`config.mk`:
```
export PLATFORM = sky130hd
export DESIGN_NAME = mha_tile_sched
export DESIGN_NICKNAME = d
export VERILOG_FILES = /design/src/rtl/mha_tile_sched.sv
export SDC_FILE = /design/constraint.sdc
export NUM_CORES = 1
export LEC_CHECK = 0
export ABC_AREA = 1
export CAP_MARGIN = 20
export CORE_UTILIZATION = 52
export DETAILED_ROUTE_END_ITERATION = 8
export PLACE_DENSITY = 0.84
export SLEW_MARGIN = 20
export SYNTH_ARGS = -nofsm -noshare
export SYNTH_HDL_FRONTEND = slang
export SYNTH_SLANG_ARGS = --single-unit
```
`constraint.sdc`:
```
create_clock -name I_CLK -period 1.89 [get_ports I_CLK]
set_input_delay 0.378 -clock I_CLK [delete_from_list [all_inputs] [get_ports I_CLK]]
set_output_delay 0.378 -clock I_CLK [all_outputs]
set_load 0.01 [all_outputs]
```
`src/rtl/mha_tile_sched.sv`:
```
`default_nettype none
// ============================================================================
//  Module   : mha_tile_sched
//  Purpose  : Tile-level scheduler for multi-head attention on a systolic
//             array. For each head h and row tile r it issues the Q*K^T
//             column-tile jobs (skipping fully masked tiles in causal mode),
//             one softmax over the row tile, then the S*V column-tile jobs,
//             handing every S*V result tile to a downstream consumer.
//  Revision : 1.0  initial release
// ----------------------------------------------------------------------------
//  Ports
//    I_CLK, I_ASYN_RST          clock (rising edge), async active-high reset
//    I_SYNC_CLR                 synchronous abort back to IDLE
//    I_ATTN_START, I_CAUSAL     run request (IDLE only), causal mode flag
//    O_SA_CLEARN                active-low accumulator clear for the array
//    O_SA_START/OP/HEAD/ROW_T/COL_T, I_SA_VLD
//                               array job issue (OP 0=Q*K^T, 1=S*V) and done
//    O_SM_START/HEAD/ROW_T/CAUSAL, I_SM_DONE
//                               softmax request and completion
//    O_TILE_VLD/HEAD/ROW_T/COL_T, I_TILE_RDY
//                               output tile handshake
//    O_BUSY, O_DONE             not idle, end-of-run pulse
// ============================================================================
module mha_tile_sched #(
  parameter int SA_R  = 16,
  parameter int SA_C  = 16,
  parameter int DIM   = 32,
  parameter int D_K   = 16,
  parameter int H_NUM = 2,
  localparam int RT   = DIM / SA_R,
  localparam int KT   = DIM / SA_C,
  localparam int VT   = D_K / SA_C,
  localparam int HW   = (H_NUM > 1) ? $clog2(H_NUM) : 1,
  localparam int MAXT = (RT > KT) ? ((RT > VT) ? RT : VT) : ((KT > VT) ? KT : VT),
  localparam int TW   = (MAXT > 1) ? $clog2(MAXT) : 1
) (
  input  logic          I_CLK,
  input  logic          I_ASYN_RST,
  input  logic          I_SYNC_CLR,
  input  logic          I_ATTN_START,
  input  logic          I_CAUSAL,
  output logic          O_SA_CLEARN,
  output logic          O_SA_START,
  output logic          O_SA_OP,
  output logic [HW-1:0] O_SA_HEAD,
  output logic [TW-1:0] O_SA_ROW_T,
  output logic [TW-1:0] O_SA_COL_T,
  input  logic          I_SA_VLD,
  output logic          O_SM_START,
  output logic [HW-1:0] O_SM_HEAD,
  output logic [TW-1:0] O_SM_ROW_T,
  output logic          O_SM_CAUSAL,
  input  logic          I_SM_DONE,
  output logic          O_TILE_VLD,
  output logic [HW-1:0] O_TILE_HEAD,
  output logic [TW-1:0] O_TILE_ROW_T,
  output logic [TW-1:0] O_TILE_COL_T,
  input  logic          I_TILE_RDY,
  output logic          O_BUSY,
  output logic          O_DONE
);

  // --------------------------------------------------------------------------
  // Parameter legality
  // --------------------------------------------------------------------------
  generate
    if ((SA_R < 1) || (SA_C < 1) || ((DIM % SA_R) != 0) || ((DIM % SA_C) != 0)
        || (DIM < SA_R) || (DIM < SA_C)) begin : g_bad_dim
      $error("mha_tile_sched: DIM must be a positive multiple of SA_R and SA_C");
    end
    if (((D_K % SA_C) != 0) || (D_K < SA_C)) begin : g_bad_dk
      $error("mha_tile_sched: D_K must be a positive multiple of SA_C");
    end
    if (H_NUM < 1) begin : g_bad_heads
      $error("mha_tile_sched: H_NUM must be at least 1");
    end
  endgenerate

  // Last index of each loop, sized to the counter that is compared with it.
  localparam logic [HW-1:0] c_h_last  = HW'(H_NUM - 1);
  localparam logic [TW-1:0] c_rt_last = TW'(RT - 1);
  localparam logic [TW-1:0] c_kt_last = TW'(KT - 1);
  localparam logic [TW-1:0] c_vt_last = TW'(VT - 1);

  typedef enum logic [2:0] {
    S_IDLE    = 3'd0,
    S_QK_CLR  = 3'd1,
    S_QK_WAIT = 3'd2,
    S_SM_WAIT = 3'd3,
    S_SV_CLR  = 3'd4,
    S_SV_WAIT = 3'd5,
    S_OUT     = 3'd6,
    S_DONE    = 3'd7
  } t_state;

  t_state        r_state;
  logic [HW-1:0] r_h;
  logic [TW-1:0] r_r;
  logic [TW-1:0] r_c;
  logic          r_causal;
  logic          r_op;
  logic          r_sa_clearn;
  logic          r_sa_start;
  logic          r_sm_start;
  logic          r_tile_vld;
  logic          r_busy;
  logic          r_done;

  // --------------------------------------------------------------------------
  // QK loop termination. The causal mask test is monotonic in c: once column
  // tile c+1 starts at or beyond the end of row tile r, every later column is
  // masked as well, so the current tile is the last one to issue.
  // --------------------------------------------------------------------------
  logic [31:0] w_next_col_base;
  logic [31:0] w_row_end;
  logic        w_next_masked;
  logic        w_qk_last;

  assign w_next_col_base = (32'(r_c) + 32'd1) * 32'(SA_C);
  assign w_row_end       = (32'(r_r) + 32'd1) * 32'(SA_R);
  assign w_next_masked   = r_causal && (w_next_col_base >= w_row_end);
  assign w_qk_last       = (r_c == c_kt_last) || w_next_masked;

  // Job completion is accepted only after the start cycle of a WAIT state;
  // r_sa_start is high exactly during that first cycle.
  logic w_sa_accept;
  assign w_sa_accept = I_SA_VLD && !r_sa_start;

  // --------------------------------------------------------------------------
  // Scheduler FSM. Every output is a flop updated here alongside the state,
  // so each output reflects the state it belongs to in the same cycle.
  // --------------------------------------------------------------------------
  always_ff @(posedge I_CLK or posedge I_ASYN_RST) begin
    if (I_ASYN_RST) begin
      r_state     <= S_IDLE;
      r_h         <= '0;
      r_r         <= '0;
      r_c         <= '0;
      r_causal    <= 1'b0;
      r_op        <= 1'b0;
      r_sa_clearn <= 1'b1;
      r_sa_start  <= 1'b0;
      r_sm_start  <= 1'b0;
      r_tile_vld  <= 1'b0;
      r_busy      <= 1'b0;
      r_done      <= 1'b0;
    end else begin
      // Pulses default low; only the transition that owns them raises them.
      r_sa_start <= 1'b0;
      r_sm_start <= 1'b0;
      r_done     <= 1'b0;

      if (I_SYNC_CLR) begin
        r_state     <= S_IDLE;
        r_h         <= '0;
        r_r         <= '0;
        r_c         <= '0;
        r_op        <= 1'b0;
        r_sa_clearn <= 1'b1;
        r_tile_vld  <= 1'b0;
        r_busy      <= 1'b0;
      end else begin
        case (r_state)
          S_IDLE: begin
            if (I_ATTN_START) begin
              r_state     <= S_QK_CLR;
              r_causal    <= I_CAUSAL;
              r_h         <= '0;
              r_r         <= '0;
              r_c         <= '0;
              r_op        <= 1'b0;
              r_sa_clearn <= 1'b0;
              r_busy      <= 1'b1;
            end
          end

          S_QK_CLR: begin
            r_state     <= S_QK_WAIT;
            r_sa_clearn <= 1'b1;
            r_sa_start  <= 1'b1;
          end

          S_QK_WAIT: begin
            if (w_sa_accept) begin
              if (w_qk_last) begin
                r_state    <= S_SM_WAIT;
                r_sm_start <= 1'b1;
              end else begin
                r_state     <= S_QK_CLR;
                r_c         <= r_c + TW'(1);
                r_sa_clearn <= 1'b0;
              end
            end
          end

          S_SM_WAIT: begin
            if (I_SM_DONE) begin
              r_state     <= S_SV_CLR;
              r_c         <= '0;
              r_op        <= 1'b1;
              r_sa_clearn <= 1'b0;
            end
          end

          S_SV_CLR: begin
            r_state     <= S_SV_WAIT;
            r_sa_clearn <= 1'b1;
            r_sa_start  <= 1'b1;
          end

          S_SV_WAIT: begin
            if (w_sa_accept) begin
              r_state    <= S_OUT;
              r_tile_vld <= 1'b1;
            end
          end

          S_OUT: begin
            if (I_TILE_RDY) begin
              r_tile_vld <= 1'b0;
              if (r_c != c_vt_last) begin
                r_state     <= S_SV_CLR;
                r_c         <= r_c + TW'(1);
                r_sa_clearn <= 1'b0;
              end else if (r_r != c_rt_last) begin
                r_state     <= S_QK_CLR;
                r_r         <= r_r + TW'(1);
                r_c         <= '0;
                r_op        <= 1'b0;
                r_sa_clearn <= 1'b0;
              end else if (r_h != c_h_last) begin
                r_state     <= S_QK_CLR;
                r_h         <= r_h + HW'(1);
                r_r         <= '0;
                r_c         <= '0;
                r_op        <= 1'b0;
                r_sa_clearn <= 1'b0;
              end else begin
                // All loops exhausted: wrap counters for the next run.
                r_state <= S_DONE;
                r_h     <= '0;
                r_r     <= '0;
                r_c     <= '0;
                r_op    <= 1'b0;
                r_done  <= 1'b1;
              end
            end
          end

          S_DONE: begin
            // A start request here is deliberately dropped.
            r_state <= S_IDLE;
            r_busy  <= 1'b0;
          end

          default: begin
            r_state     <= S_IDLE;
            r_sa_clearn <= 1'b1;
            r_tile_vld  <= 1'b0;
            r_busy      <= 1'b0;
          end
        endcase
      end
    end
  end

  // --------------------------------------------------------------------------
  // Output mapping. The loop counters only move on the transition that ends
  // the job or tile they describe, so they double as the index outputs.
  // --------------------------------------------------------------------------
  assign O_SA_CLEARN  = r_sa_clearn;
  assign O_SA_START   = r_sa_start;
  assign O_SA_OP      = r_op;
  assign O_SA_HEAD    = r_h;
  assign O_SA_ROW_T   = r_r;
  assign O_SA_COL_T   = r_c;
  assign O_SM_START   = r_sm_start;
  assign O_SM_HEAD    = r_h;
  assign O_SM_ROW_T   = r_r;
  assign O_SM_CAUSAL  = r_causal;
  assign O_TILE_VLD   = r_tile_vld;
  assign O_TILE_HEAD  = r_h;
  assign O_TILE_ROW_T = r_r;
  assign O_TILE_COL_T = r_c;
  assign O_BUSY       = r_busy;
  assign O_DONE       = r_done;

endmodule
`default_nettype wire

```
==> impl_metrics.csv <==
group,metric,value,unit
synth,async_flop_share,1.00,
sta,setup_viol,0,
sta,relSlewSlack,0.634,
worst_setup_path,cp_slowest_stage_delay,0.59,ns
clock_network,cts_setup_buffers,0,
detailed_routing,first_pass_iters,4,
flow_run,maxCapViolations,0,
finish,finish.utilization,0.704,
synth,yosysTopAreaCell,"dfrtp_1",
finish,n_antenna_cell,0,
sta,drv_slew,0,
floorplanning,ioPinCount,24,
synth,synthCells,138,
finish,areaGrowthSynthToFinish,26.4,%
detailed_routing,drt_iter0_drc,42,
clock_network,cts_resized,0,
global_route,grt.overflow.total,0,
global_route,grt_pass1_wl,3770,µm
worst_setup_path,path_delay_family,"buffers and inverters",
sta,fin_hold_ws,0.436,ns
placed_design,place_congestion,0.902,
synth,synth_nets,146,
global_route,grtUsageMet3,0.0240,
synth,synthFlopType,"dfrtp_1",
placed_design,pre_cts_slack,-0.0126,ns
sta,worst_pin_slew,0.548,ns
clock_network,numCtsBuffers,3,
clock_network,cts_root_buf,"clkbuf_4",
worst_setup_path,cp_data_arrival_time,1.35,ns
worst_setup_path,crit_type,"reg2out",
placed_design,hpwlAfterDp,1830,µm
synth,synth_top_family_by_area,"simple AND/OR/NAND/NOR gates",
sta,fin_skew,0.00547,ns
worst_setup_path,path_max_fanout,7,
synth,netlist_area,972,µm²
finish,nets,169,
sta,hold_viol_final,0,
detailed_routing,wirelength,2290,µm
clock_network,insertion_delay,0.29,ns
placed_design,io_buffers,23,
global_route,antenna_found_initial,0,
outcome,outcome,"finished, final reports clean",
clock_network,ctsHoldBuffers,0,
detailed_routing,wl_per_cell,12.4,µm
synth,synth-compound-area-share,0.0682,
sta,setup_slack,0.160,ns
worst_setup_path,critPathSlowestCell,"clkdlybuf4s50_1",
synth,yosys.area_share.xor_xnor,0,
floorplanning,start_util,0.557,
global_route,grt_busiest_layer,"met2",
floorplanning,dieArea,2050,µm²
sta,post-route-period-util,0.915,
synth,ys_ff_latch,14,
clock_network,htree_levels,1,
clock_network,clk_pin_slew,0.09,ns
finish,fin_cells,185,
pwr,p_leak,0.614,nW
clock_network,cts_tree,"built",
worst_setup_path,start_kind,"flip-flop",
synth,synthSimpleGateAreaFrac,0.450,
detailed_routing,avgViaCountPerCell,5.16,
finish,multiInputGateArea,504,µm²
finish,regArea,352,µm²
global_route,grt_max_degree,15,
synth,yosysUniqueCellTypes,26,
synth,netlist.area_leader.share,0.335,
worst_setup_path,cp.buffers_inverters,1,
global_route,grt_usage,0.268,
detailed_routing,drc_errors,0,
sta,fin_crit,1.73,ns
synth,synth_edf_count,0,
floorplanning,core,1750,µm²
finish,top_register,"r_state",
worst_setup_path,cp_cell_sequence,"clkdlybuf4s50_1",
sta,tns,0,ns
worst_setup_path,worstPathRequired,1.51,ns
synth,yosys_warnings,0,
worst_setup_path,reg2reg_slack,0.37,ns
worst_setup_path,critPathCaptureType,"primary output",
detailed_routing,final_antenna_net_count,0,
synth,synthMuxAreaShare,0,
synth,synth_common_cells,"nand2_1, nor2_1, dfrtp_1, inv_1, nand3_1",
synth,ys_seq_area_frac,0.362,
clock_network,cts_sinks,14,
finish,largest_reg_flops,3,
synth,post-synth-top-count-cell,"nand2_1",
floorplanning,die_w,45.2,µm
placed_design,placed_cells,181,
floorplanning,core.rowCount,15,
global_route,use_met2,0.420,
sta,max_freq,578,MHz
worst_hold_path,min_path_type,"in2async",
finish,drive_gt1_frac,0.150,
synth,avgSynthCellArea,7.04,µm²
pwr,ir_drop,814,µV
pwr,powerDensity,1120,nW/µm²
floorplanning,die_y,45.2,µm
global_route,grtUsageMet1,0.363,
detailed_routing,dr_total_vias,955,
sta,rsz0062_at_grt,"no",
clock_network,cts.path.max_buffers,2,
finish,fillers,157,
synth,synthTopCellsByArea,"dfrtp_1, nand2_1, nand3_1",
synth,synthAdderAreaFrac,0,
global_route,grt_pass1_vias,850,
[layout by cell type, fill, tap and decap left out, types with 2 or more instances in the layout]
master and n:
nand2_1 38, clkdlybuf4s50_1 23, nor2_1 15, dfrtp_1 13, inv_1 13, nand3_1 13, nor2_2 5, o21ai_0 5
nand2_2 4, nor2_4 3, nand4_1 3, o21ai_1 3, clkbuf_4 3, buf_4 3, nand3b_1 2, nor3_1 2
[cell families after synthesis]
family | after synthesis
and+or+nand+nor | 90
AOI/OAI and AO/OA | 12
buffers and inverters | 22
DFF | 14
[power breakdown]
part / internal, mW / leakage [nW] / switching (mW)
Sequential: 0.385 / 0.185 / 0.116
Combinational: 0.279 / 0.407 / 0.376
Clock: 0.117 / 0.0210 / 0.103
Total: 0.782 / 0.614 / 0.595
[path summary, 6_finish.rpt]
kind	cells past startpoint	from	end
worst min register to register	2	O_SA_CLEARN	O_SA_CLEARN
min in group I_CLK	2	O_SA_CLEARN	O_SA_CLEARN
worst max register to register	7	r_state[1]	O_SA_COL_T
worst min-delay path	2	I_ASYN_RST	O_DONE
max in group asynchronous	2	I_ASYN_RST	O_SA_CLEARN
worst max-delay path	1	O_SA_COL_T	O_SA_COL_T
[area by class of cell]
type / instances / share of cell area
multi-input combinational: 102 / 0.410
sequential: 14 / 0.286
inverter: 14 / 0.0428
clock buffer: 4 / 0.0295
timing repair buffer: 26 / 0.206
tap: 25 / 0.0255
[metrics by stage]
stage	cell area, µm²	power (mW)
CTS	1230	1.38
global placement	1190	1.15
detailed placement	1190	1.16
finish	1230	1.38
global route	1230	1.48
floorplan	972	0.960
[routing by layer]
metal / vias up / routed length, µm
met2: 38 / 1080
met4: 0 / 49
met1: 430 / 1020
met5: - / 0
met3: 4 / 143
li1: 483 / -
(Power assumes the default switching activity.)
==> RTL edit 1 (same settings) <==
Change the parameter `SA_R` from 16 to 8.
--- a/src/rtl/mha_tile_sched.sv
+++ b/src/rtl/mha_tile_sched.sv
@@ -24,3 +24,3 @@
 module mha_tile_sched #(
-  parameter int SA_R  = 16,
+  parameter int SA_R  = 8,
   parameter int SA_C  = 16,
Ports: changed (5 resized); port bits go from 24 to 29. No check against the original RTL was run, so the function may have changed too.
==> RTL edit 1 against the original RTL <==
  * Critical path depth grew 10
  * Final area up 25%
  * Sequential share of layout area fell by 2.4 points
  * Worst setup slack got worse by 0.033 ns
  * Sequential cell count rose by 2
  * Routed wire length rose by 14%
  * Final cell count grew 12%
  * Area after synthesis grew 20%
  * Combinational power rose by 40%
  * Total power is 24% higher
  * Largest power group unchanged
==> RTL edit 1: results (changes against the original RTL) <==
stage,metric,value,unit,change
place,io_buffers,28,,+22%
power_and_ir_drop,p_int,960,uW,+23%
critical_path,worstRegToRegCells,11,,+4
synthesis,synthCells,149,,+8.0%
synthesis,yosys-top-cells-area,"dfrtp_1 (32%), nand2_1 (9.4%), buf_4 (6.5%)",,
global_route,first_global_vias,1002,,+18%
synthesis,synth.distinct_cells,27,,+3.8%
global_route,grt_pass1_wl,4.14,mm,+9.7%
global_route,use_met3,0.0187,,-0.00531
global_route,use_met1,0.265,,-0.0977
sta,whs,0.461,ns,+0.0244 ns
global_route,gr-usage-met2,0.402,,-0.0185
sta,skew,0.00348,ns,-0.00199 ns
drt,met3_length,116,um,-19%
sta,worstMarginPinSlew,0.625,ns,+0.0769 ns
critical_path,r2r_slack,0.13,ns,-0.24 ns
power_and_ir_drop,comb_power,918,uW,+40%
global_route,track_usage,0.221,,-0.0467
place,routabilityCongestion,0.915,,+1.4%
drt,firstDrtPassIters,6,,+2
drt,post_drt_via_cell_ratio,5.13,,-0.72%
synthesis,synth.yosys.seq_area_share,0.346,,-0.0161
place,dpl.hpwl,2.03,mm,+11%
drt,wl_met2,1.36,mm,+26%
critical_path,reg2reg_from,O_SA_ROW_T[0]$_DFFE_PP0P_,,
power_and_ir_drop,ir_worst_vdd,0.946,mV,+16%
status,status,finished clean,,
final_layout,regMostFlops,r_state,,
synthesis,yosys.area.top_type,dfrtp_1,,
critical_path,worstPathMaxFanout,5,,-2
drt,wirelength,2.61,mm,+14%
critical_path,reg2reg_to,O_SA_COL_T[0]$_DFFE_PP0P_,,
drt,drt_iter0_drc,23,,-45%
synthesis,syn_nets,163,,+12%
place,dp.cells,204,,+13%
global_route,grt_max_degree,17,,+2
power_and_ir_drop,switching_share,0.439,,+0.00686
place,dpl-instance-area,0.00148,sq mm,+24%
clock_tree,cts-buffers-inserted,3,,unchanged
synthesis,synth_async_sr_flop_share,1.00,,unchanged
power_and_ir_drop,p_leak,0.000768,uW,+25%
place,pre_cts_ws,-0.0208,ns,-0.00815 ns
clock_tree,h-tree-depth,1,,unchanged
critical_path,max_stage_delay,0.48,ns,-0.11 ns
critical_path,critPathTopFamily,adder cells,,
power_and_ir_drop,seqPwrFrac,0.330,,-0.034
critical_path,worst_path_max_delay_cell,fa_1,,
final_layout,instances_no_fill,208,,+12%
clock_tree,clk_pin_slew,0.10,ns,
synthesis,synth_common_cells,"nand2_1 (29), inv_1 (18), dfrtp_1 (15), nand3_1 (13), nor2_1 (13)",,
clock_tree,clkLatencyLatePin,0.29,ns,about the same
drt,met1_length,1.12,mm,+10%
min_path,hold_path_class,in -> async,,
critical_path,arrival,1.95,ns,+0.60 ns
final_layout,final_layout_size_suffix_gt1_frac,0.210,,+0.0599
## RTL edit 1: changes by cell type after synthesis, sizes merged
cell	delta
nand2	-7
nand3b	-3
buf	+2
a21oi	+6
nor3	+2
nor2	-4
mux2	+1
inv	+8
dfrtp	+2
fa	+1
ha	+5
or2	-1
and3	-1
## RTL edit 1: final cells by class
type	count	area, sq um
sequential	16	402
multi-input combinational	101	621
fill	145	492
timing repair buffer	38	355
inverter	22	82.6
tap	27	33.8
clock buffer	4	36.3
## RTL edit 1: cells by family (layout without fill, tap and decap cells)
logic type / count (synthesis) / count (layout) / share of synthesized area
compound gates: 18 / 18 / 0.0861
fa+ha+maj: 6 / 6 / 0.0710
buf+inv: 32 / 64 / 0.136
flops: 16 / 16 / 0.346
mux: 1 / 1 / 0.00969
simple gates: 76 / 76 / 0.352
## RTL edit 1: worst max-delay path by stage
stage / cells past startpoint / to / start / slack [ns]
final: 11 / O_SA_COL_T[0]$_DFFE_PP0P_ / O_SA_ROW_T[0]$_DFFE_PP0P_ / 0.13
after global routing: 11 / O_SA_COL_T[0]$_DFFE_PP0P_ / O_SA_ROW_T[0]$_DFFE_PP0P_ / -0.004
after CTS: 10 / O_SA_COL_T[0]$_DFFE_PP0P_ / O_SA_ROW_T[0]$_DFFE_PP0P_ / 0.01
after detailed placement: 12 / O_SA_COL_T[0]$_DFFE_PP0P_ / I_SYNC_CLR / -0.02
after global placement: 12 / O_SA_COL_T[0]$_DFFE_PP0P_ / I_SYNC_CLR / 0.03
after floorplan: 11 / O_SA_COL_T[0]$_DFFE_PP0P_ / O_SA_ROW_T[0]$_DFFE_PP0P_ / 0.05
## RTL edit 1: repair_timing
action | in CTS | in global routing
endpoints found under the setup margin | 0 | 5
setup buffers | 0 | 0
resized for setup | 0 | 4
==> RTL edit 2 (config.mk and constraints unchanged) <==
Without the edit above. The 8 states of `t_state` get a one-hot encoding in 8 bits.
--- a/src/rtl/mha_tile_sched.sv
+++ b/src/rtl/mha_tile_sched.sv
@@ -84,11 +84,11 @@
 
-  typedef enum logic [2:0] {
-    S_IDLE    = 3'd0,
-    S_QK_CLR  = 3'd1,
-    S_QK_WAIT = 3'd2,
-    S_SM_WAIT = 3'd3,
-    S_SV_CLR  = 3'd4,
-    S_SV_WAIT = 3'd5,
-    S_OUT     = 3'd6,
-    S_DONE    = 3'd7
+  typedef enum logic [7:0] {
+    S_IDLE    = 8'b00000001,
+    S_QK_CLR  = 8'b00000010,
+    S_QK_WAIT = 8'b00000100,
+    S_SM_WAIT = 8'b00001000,
+    S_SV_CLR  = 8'b00010000,
+    S_SV_WAIT = 8'b00100000,
+    S_OUT     = 8'b01000000,
+    S_DONE    = 8'b10000000
   } t_state;
Function: no difference found for any inputs over 10 cycles, from zero or initial values and one cycle with I_ASYN_RST high; not proved beyond that.
==> RTL edit 2 against the original RTL <==
  * Routed wire length increased by 29%
  * Area after synthesis is 40% higher
  * Via count is 34% higher
  * Final area is 34% higher
  * Worst setup slack lost 0.080 ns
  * Clock skew down 0.00056 ns
  * Total power is 20% lower
  * Sequential cell count increased by 5
  * Global-route usage shrank 2.2 points
  * Critical endpoint unchanged
  * Largest cell class unchanged
==> RTL edit 2: results (changes against the original RTL) <==
stage,metric,value,unit,change
synthesis,synth.yosys.seq_area_share,0.350,,-0.0115
sta,skew,0.00491,ns,-0.000562 ns
critical_path,worstPathMaxFanout,8,,+1
place,dp.cells,246,,+36%
global_route,first_global_vias,1139,,+34%
drt,wirelength,2.95,mm,+29%
final_layout,final_layout_size_suffix_gt1_frac,0.164,,+0.0136
synthesis,synth.distinct_cells,24,,-7.7%
synthesis,yosys-top-cells-area,"dfrtp_1 (31%), nand2_1 (17%), nor2_1 (8.0%)",,
critical_path,reg2reg_from,r_state[0]$_DFFE_PP1P_,,
critical_path,r2r_slack,0.30,ns,-0.07 ns
global_route,track_usage,0.245,,-0.0223
synthesis,syn_nets,204,,+40%
critical_path,reg2reg_to,r_state[3]$_DFFE_PP0P_,,
synthesis,synth_compound_area_frac,0.0275,,-0.0407
final_layout,largest_reg_flops,8,,+5
power_and_ir_drop,ir_worst_vdd,0.558,mV,-32%
power_and_ir_drop,p_leak,0.000846,uW,+38%
status,status,finished clean,,
synthesis,synth_common_cells,"nand2_1 (63), nor2_1 (29), inv_1 (20), dfrtp_1 (17), nand3_1 (15)",,
critical_path,arrival,1.43,ns,+0.08 ns
place,pre_cts_ws,0.115,ns,+0.128 ns
place,dpl-instance-area,0.00162,sq mm,+35%
global_route,grt_pass1_wl,4.93,mm,+31%
sta,worstMarginPinSlew,0.323,ns,-0.225 ns
place,dpl.hpwl,2.37,mm,+30%
[RTL edit 2: cell types whose count changed after synthesis, sizes merged, moves of 4 or more]
cell | before | now
nand3 | 14 | 19
dfrtp | 13 | 17
inv | 14 | 22
nand2 | 42 | 67
o21ai | 8 | 2
nor2 | 23 | 43
[RTL edit 2: kinds of logic after synthesis]
group	Yosys count
AND/OR/NAND/NOR	140
multiplexers	1
flip-flops	19
buffers and inverters	29
AO/OA/AOI/OAI	7
[RTL edit 2: metal layers]
metal,part of all wire,GRT usage
met1,0.44,0.315
met2,0.49,0.417
met3,0.054,0.0259
met4,0.016,0.0965
met5,0,0
[RTL edit 2: where the power goes]
part           switching [uW]  total (uW)  internal (uW)
registers                37.7         490            452
logic                     231         411            180
clock network             124         203           78.9
[RTL edit 2: cell type report]
type | instances | area, sq um
multi-input combinational | 148 | 757
sequential | 19 | 478
clock inverter | 1 | 5.00
clock buffer | 3 | 22.5
fill | 222 | 835
timing repair buffer | 27 | 260
tap | 30 | 37.5
inverter | 22 | 82.6
